<file path="src/rtl/rr_arbiter.sv">
// N-requester arbiter for one shared resource: fixed-priority or round-robin winner
// selection, registered one-hot grant, optional hold limit and zero-gap handover.
module rr_arbiter #(
    parameter int N        = 4,
    parameter int MAX_HOLD = 16,
    parameter int IDW      = ($clog2(N) > 1) ? $clog2(N) : 1
) (
    input  logic           clk,
    input  logic           rst,
    input  logic [N-1:0]   r,
    input  logic           mode,
    output logic [N-1:0]   g,
    output logic           gnt_valid,
    output logic [IDW-1:0] gnt_id,
    output logic           dbg_state
);
    // Handshake: a requester raises r[i] and keeps it high for as long as it wants the
    // resource; it owns the resource in every cycle where g[i]=1, and dropping r[i] is
    // its release, taking effect on the next edge (another owner may be granted there).

    localparam int HW = ($clog2(MAX_HOLD) > 1) ? $clog2(MAX_HOLD) : 1;
    localparam logic [HW-1:0]  HOLD_LAST = HW'((MAX_HOLD == 0) ? 0 : MAX_HOLD - 1);
    localparam logic [IDW-1:0] LAST_ID   = IDW'(N - 1);

    typedef enum logic {IDLE = 1'b0, BUSY = 1'b1} state_t;

    state_t         state_q, state_d;
    logic [N-1:0]   g_q, g_d;
    logic           gnt_valid_q, gnt_valid_d;
    logic [IDW-1:0] gnt_id_q, gnt_id_d;
    logic [HW-1:0]  hold_cnt_q, hold_cnt_d;
    logic [IDW-1:0] rr_ptr_q, rr_ptr_d;

    logic [N-1:0]   elig;
    logic           grant_new;
    logic           release_own;
    logic [IDW-1:0] winner;

    // First set bit of e searching upward from start, wrapping N-1 -> 0.
    function automatic logic [IDW-1:0] pick(input logic [N-1:0] e, input logic [IDW-1:0] start);
        logic [IDW-1:0] win;
        logic           found;
        int             idx;
        win   = '0;
        found = 1'b0;
        for (int k = 0; k < N; k++) begin
            idx = int'(start) + k;
            if (idx >= N) idx = idx - N;
            if (!found && e[idx]) begin
                win   = IDW'(idx);
                found = 1'b1;
            end
        end
        return win;
    endfunction

    always_comb begin
        state_d     = state_q;
        g_d         = g_q;
        gnt_id_d    = gnt_id_q;
        hold_cnt_d  = hold_cnt_q;
        rr_ptr_d    = rr_ptr_q;
        elig        = r;
        grant_new   = 1'b0;
        release_own = 1'b0;
        winner      = '0;

        case (state_q)
            IDLE: begin
                if (|r) grant_new = 1'b1;
            end
            BUSY: begin
                release_own = !r[gnt_id_q] || ((MAX_HOLD != 0) && (hold_cnt_q == HOLD_LAST));
                if (!release_own) begin
                    if (hold_cnt_q != '1) hold_cnt_d = hold_cnt_q + 1'b1;
                end else begin
                    // The outgoing owner is masked so a timed-out owner cannot re-win here.
                    elig = r & ~(N'(1) << gnt_id_q);
                    if (|elig) begin
                        grant_new = 1'b1;
                    end else begin
                        state_d = IDLE;
                        g_d     = '0;
                    end
                end
            end
            default: state_d = IDLE;
        endcase

        if (grant_new) begin
            // Fixed priority is a round-robin search that always starts at index 0.
            winner     = pick(elig, mode ? rr_ptr_q : '0);
            state_d    = BUSY;
            gnt_id_d   = winner;
            g_d        = N'(1) << winner;
            hold_cnt_d = '0;
            rr_ptr_d   = (winner == LAST_ID) ? '0 : winner + 1'b1;
        end

        gnt_valid_d = |g_d;
    end

    always_ff @(posedge clk) begin
        if (rst) begin
            state_q     <= IDLE;
            g_q         <= '0;
            gnt_valid_q <= 1'b0;
            gnt_id_q    <= '0;
            hold_cnt_q  <= '0;
            rr_ptr_q    <= '0;
        end else begin
            state_q     <= state_d;
            g_q         <= g_d;
            gnt_valid_q <= gnt_valid_d;
            gnt_id_q    <= gnt_id_d;
            hold_cnt_q  <= hold_cnt_d;
            rr_ptr_q    <= rr_ptr_d;
        end
    end

    assign g         = g_q;
    assign gnt_valid = gnt_valid_q;
    assign gnt_id    = gnt_id_q;
    assign dbg_state = state_q;

endmodule

</file>
<file path="config.mk">
export PLATFORM = sky130hd
export DESIGN_NAME = rr_arbiter
export DESIGN_NICKNAME = d
export VERILOG_FILES = /design/src/rtl/rr_arbiter.sv
export SDC_FILE = /design/constraint.sdc
export NUM_CORES = 1
export LEC_CHECK = 0
export CAP_MARGIN = 20
export CORE_UTILIZATION = 45
export CTS_CLUSTER_DIAMETER = 30
export DETAILED_ROUTE_END_ITERATION = 6
export HOLD_SLACK_MARGIN = 0.12
export PLACE_DENSITY_LB_ADDON = 0.15
export SLEW_MARGIN = 20
export SYNTH_ARGS = -nofsm -noshare
export SYNTH_HDL_FRONTEND = slang
export SYNTH_SLANG_ARGS = --single-unit
</file>
<file path="constraint.sdc">
create_clock -name clk -period 5.4 [get_ports clk]
set_input_delay 0.81 -clock clk [delete_from_list [all_inputs] [get_ports clk]]
set_output_delay 0.81 -clock clk [all_outputs]
set_load 0.05 [all_outputs]
</file>
# After elaboration in Yosys (flattened, before gate mapping)
# Cells that the tools add are included.
# classes
eq_ne	3
n_mux	48
shift	2
bitwise_logic	4
reduce_logical	13
order_cmp	9
n_addsub	9
# op_table
operator	count
$mux W32	8
$lt A32 B4 Y1 const B	4
$mux W4	6
$mux W1	21
$mux W2	7
$reduce_or A4 Y1	3
$sub A3 B3 Y4 const B	3
$bmux W1 S2	5
$ge A3 B3 Y1 const B	3
$shl A1 B2 Y4 const A	2
$add A2 B2 Y3 const B	2
$add A4 B1 Y4 const B	1
$and A4 B4 Y4	1
$eq A4 B4 Y1 const B	1
$logic_not A1 Y1	4
$ne A4 B4 Y1 const B	1
$not A4 Y4	1
$sub A2 B3 Y4 const B	1
$add A2 B1 Y3 const B	1
$ge A2 B3 Y1 const B	1
$logic_and A1 B1 Y1	3
$lt A2 B3 Y1 const B	1
$reduce_and A3 Y1	1
$add A2 B1 Y2 const B	1
other kinds (5)	6
# word_totals
word_cells	94
ff_bits	14
out_inout_bits	8

# Depth between registers and ports, before layout
# logic_depth
depth_word	28
mapped_depth	9
ltp_nobuf	9

# Worst setup path before layout
# No wires, ideal clock.
# synth_path
kind	register to register
from	register state_q, in the netlist dbg_state
to	register gnt_valid_q, in the netlist gnt_valid
setup_time_ps	131
path_stages_with_launch	8
path_slack_ps	3052
period_less_slack_ps	2348
t_arrival_ps	2217
n_path_buf	0
cell_sequence	dfxtp_1 nand2_1 or3_1 a31oi_1 o21ai_2 ha_1 nor3b_1 o211ai_2
# synth_via
elab_chain_cells	21
# synth_lines
item	line	source
from (decl)	27	state_t state_q, state_d;
from (signal assigned)	112	state_q <= state_d;
$mux W4	68	case (state_q)
$bmux W1 S2	49	if (!found && e[idx]) begin
$mux W1 (implied by the code) (2 in a row)	49	
$mux W1	49	
$mux W1	90	if (grant_new) begin
$logic_not A1 Y1	49	
$logic_and A1 B1 Y1	49	
$mux W1	49	
[4 not listed]	--	
$mux W1	90	
$logic_not A1 Y1	49	
$logic_and A1 B1 Y1	49	
$mux W2	49	
$mux W2	90	
$shl A1 B2 Y4	95	g_d = N'(1) << winner;
$mux W4 *	90	
$reduce_or A4 Y1 *	100	gnt_valid_d = |g_d;
to (signal assigned)	114	gnt_valid_q <= gnt_valid_d;
to (decl)	29	logic gnt_valid_q, gnt_valid_d;
# Every way passes the cells marked *; elsewhere a longest branch is shown, timed or not. The select of a mux whose other input is x is not followed.
# A chain may end at the register's enable or synchronous reset.

# Worst setup path after layout
# layout_path
from	input mode
to	register gnt_valid_q, in the netlist gnt_valid
# layout_via
elab_chain_cells	24
# layout_lines
item	line	source
from (decl)	11	input logic mode,
$mux W2 *	92	winner = pick(elig, mode ? rr_ptr_q : '0);
$sub A2 B3 Y4 or $ge A2 B3 Y1 (tied branches)	48	if (idx >= N) idx = idx - N;
$mux W32	48	
$mux W32	90	
$bmux W1 S2	49	
$mux W1 (implied by the code) (2 in a row)	49	
$mux W1	49	
$mux W1	90	
[7 not listed]	--	
$mux W1	90	
$logic_not A1 Y1	49	
$logic_and A1 B1 Y1	49	
$mux W2 *	49	
$mux W2 *	90	
$shl A1 B2 Y4 *	95	
$mux W4 *	90	
$reduce_or A4 Y1 *	100	
# Marks and branches as above.

==> qor.txt <==
Fill count - 212
WP buf/inv - 2
Clock slew at reported path FFs - 0.08 ns
Drt drc - 0
Worst reg-to-reg setup slack - 2.98 ns
Io pins - 15
# diodes - 0
Vias in the first global route - 864
Internal Power - 0.000190 W
Worst path max stage delay - 0.57 ns
Cells after Synth - 117
Final hold vios - 0
Top-count cell post-synth - dfxtp_1
ANT nets after route - 0
Die ar. - 2440 um2
Fin util - 0.577
Hold EP - g[2]
Vias per Instance - 5.94
Sw frac - 0.392
Peak VDD IR - 0.183 mV
Clk_lat worst skew - 0.27 ns
CP Capture Type - flip-flop
Worst R2R End - rr_ptr_q[1]
Clk buf depth - 2
Pre-CTS WS - 2.39 ns
Top cell type by total area after synthesis - dfxtp_1
Static leakage - 0.457 nW
Final-report setup violation count - 0
Initial DRT Pass Iterations - 4
Clk_skew - 0.00157 ns
Worst R2R Path Depth - 8
Starting DRT DRC Count - 25
Total number of vias - 926
DR WL met3 - 86 um
Main synth FF type - dfxtp_1
Fraction of registers with async set/reset - 0
Die W - 49.4 um
Most frequent cells after synthesis - 14 x dfxtp_1, 11 x nand2_1, 8 x nor2_1, 7 x nor3_1, 5 x mux2i_1
Critical path required time - 5.55 ns
CTS sink cnt - 14
Hold path depth - 2
Row count - 16
Critical path peak fanout - 5
WL final - 2320 um
Max Used Layer - met3
Max-slew violation count - 0
Post-CTS Hold Buffers - 0
Fin nets - 140
Min Tclk post-route - 2.76 ns
Crit Reg-Reg Startpoint - hold_cnt_q[0]
Cell family contributing the most delay on the critical path - buffers and inverters
Fin crit share - 0.511
PD cells - 265 nW/um2
Clock share of power - 0.182
Post-Syn Nets - 126
Global-route wire length before repair - 3920 um
Cell chain of the critical path - clkdlybuf4s50_1 -> inv_1 -> o21a_1 -> nor4_2 -> o31a_1 -> a21oi_2 -> ha_1 -> nor3b_1 -> o211ai_2
Root buffer selected by CTS - clkbuf_4
Die Ht - 49.4 um
Max H-tree Level - 1
Synth-to-layout area growth - 16.4%
Setup CP Type - primary input to flip-flop
Met1 wire length - 1150 um
Congestion Overflow GR - 0
Register share of total power - 0.415
Antenna violations before repair - 0
Initial core utilization - 0.496
Max Freq - 362 MHz
Worst hold path class - flip-flop to flip-flop
Postcts setup bufs - 0
Worst setup margin - 2.64 ns
Average wire per standard cell - 14.9 um
Post-DP Area - 1160 um2
Synth top area cells - dfxtp_1 28%, mux2i_1 4.9%, nand2_1 4.1%
Layout cell share with drive strength beyond 1 - 0.140
Multi-input logic area - 687 um2
Final Instance Area - 1180 um2
RSZ-0062 raised after global routing - false
TritonCTS clock tree - built
Core ar. - 2040 um2
Max-cap violations - 0
Sw power - 0.000122 W
Crit path max-delay cell type - clkdlybuf4s50_1
Largest net degree at the start of global routing - 13
GR Util All Layers - 0.206
FF+latch count, synth - 14
Setup TNS Final - 0 ns
Met2 WL - 1080 um
Comb pwr share - 0.404
Post-synth EDFFs - 0
Inserted Clock Buffers - 3
Critical Path AT - 2.91 ns
Synthesis warning total - 0
IO Port Bufs - 14
Mean Syn Cell Area - 8.65 um2
Seq/Total Area, Yosys - 0.277
Slew headroom - 0.669
Register Area - 280 um2
Status - complete, no violations
Detail Placement HPWL - 1740 um
HP Start - g[2]
Area share of the largest cell type after synthesis - 0.277
Synth Cell Area - 1010 um2
Critical Path Start Type - primary input
Worst-Margin Slew - 0.495 ns
Placer congestion estimate - 0.854
Unique masters post-synth - 50
# resized after CTS - 0
==> sequential cells by signal (all words and copies together), names as in the netlist <==
signal,cells
dbg_state,1
g,4
gnt_id,2
gnt_valid,1
hold_cnt_q,4
rr_ptr_q,2
==> worst max-delay path by stage <==
stage	start	to	slack, ns	depth (start not counted)
6_report	mode	gnt_valid	2.64	9
5_1_grt	mode	gnt_valid	2.50	9
4_1_cts	mode	rr_ptr_q[1]	2.68	8
3_5_place_dp	mode	rr_ptr_q[1]	2.39	8
3_3_place_gp	mode	gnt_valid	2.39	9
2_1_floorplan	dbg_state	gnt_valid	3.05	7
==> power by group through the flow <==
stage	Clock, W	Combinational [W]	Sequential [W]
6_report	0.0000566	0.000126	0.000129
5_1_grt	0.0000636	0.000136	0.000131
4_1_cts	0.0000593	0.000126	0.000129
3_5_place_dp	0	0.000125	0.000132
3_3_place_gp	0	0.000124	0.000131
2_1_floorplan	0	0.0000740	0.000150
==> layer usage <==
| layer | track usage | up-vias |
|---|---|---|
| met4 | 0.0476 | 0 |
| met3 | 0.0343 | 0 |
| met1 | 0.284 | 433 |
| li1 | - | 471 |
| met2 | 0.333 | 22 |
| met5 | 0 | - |
==> area by class of cell <==
type	count	share of cell area
Clock buffer	3	0.0191
Sequential cell	14	0.238
Timing Repair Buffer	14	0.119
Multi-Input combinational cell	94	0.583
Inverter	4	0.0127
Tap cell	27	0.0287
==> cells by family (layout without fill, tap and decap cells) <==
kind of cell               after synthesis  in the layout  share of synthesized area
xor gates and xnor gates                 4              4                     0.0346
muxes                                    6              6                     0.0717
AOI/OAI and AO/OA                       29             29                      0.221
and+or+nand+nor                         53             53                      0.326
DFF                                     14             14                      0.277
adders and majority gates                2              2                     0.0247
buffers and inverters                    9             21                     0.0445
==> stage by stage <==
step	hold slack (ns)	total power, W	cells
4_1_cts	0.507	0.000315	156
5_1_grt	0.537	0.000331	156
3_5_place_dp	0.495	0.000257	153
6_report	0.510	0.000312	156
3_3_place_gp	0.489	0.000255	153
2_1_floorplan	0.518	0.000224	117
==> worst reg2reg max path: stages (launching register included) <==
cell,delay [ns]
dfxtp_1,0.39
ha_1,0.29
nand4_1,0.21
o21ai_1,0.28
nand3_1,0.11
o31a_1,0.28
a21oi_2,0.29
ha_1,0.31
a211oi_2,0.17
==> layout by cell type, fill, tap and decap left out, types with 2 or more instances in the layout <==
master	synthesis	final
o21a_1	2	2
mux2i_1	5	5
ha_1	2	2
xor2_1	2	2
nand4_1	4	4
nand2_1	11	11
a31oi_1	2	2
clkbuf_4	0	3
nor2_1	8	8
clkdlybuf4s50_1	0	14
o21ai_1	2	2
dfxtp_1	14	14
a22oi_1	2	2
a21oi_1	3	3
nand3_2	3	3
o21ai_0	3	3
inv_1	4	4
nor3_1	7	7
nand2b_1	4	4
xnor2_1	2	2
nand3_1	4	4
(Power assumes the default switching activity.)
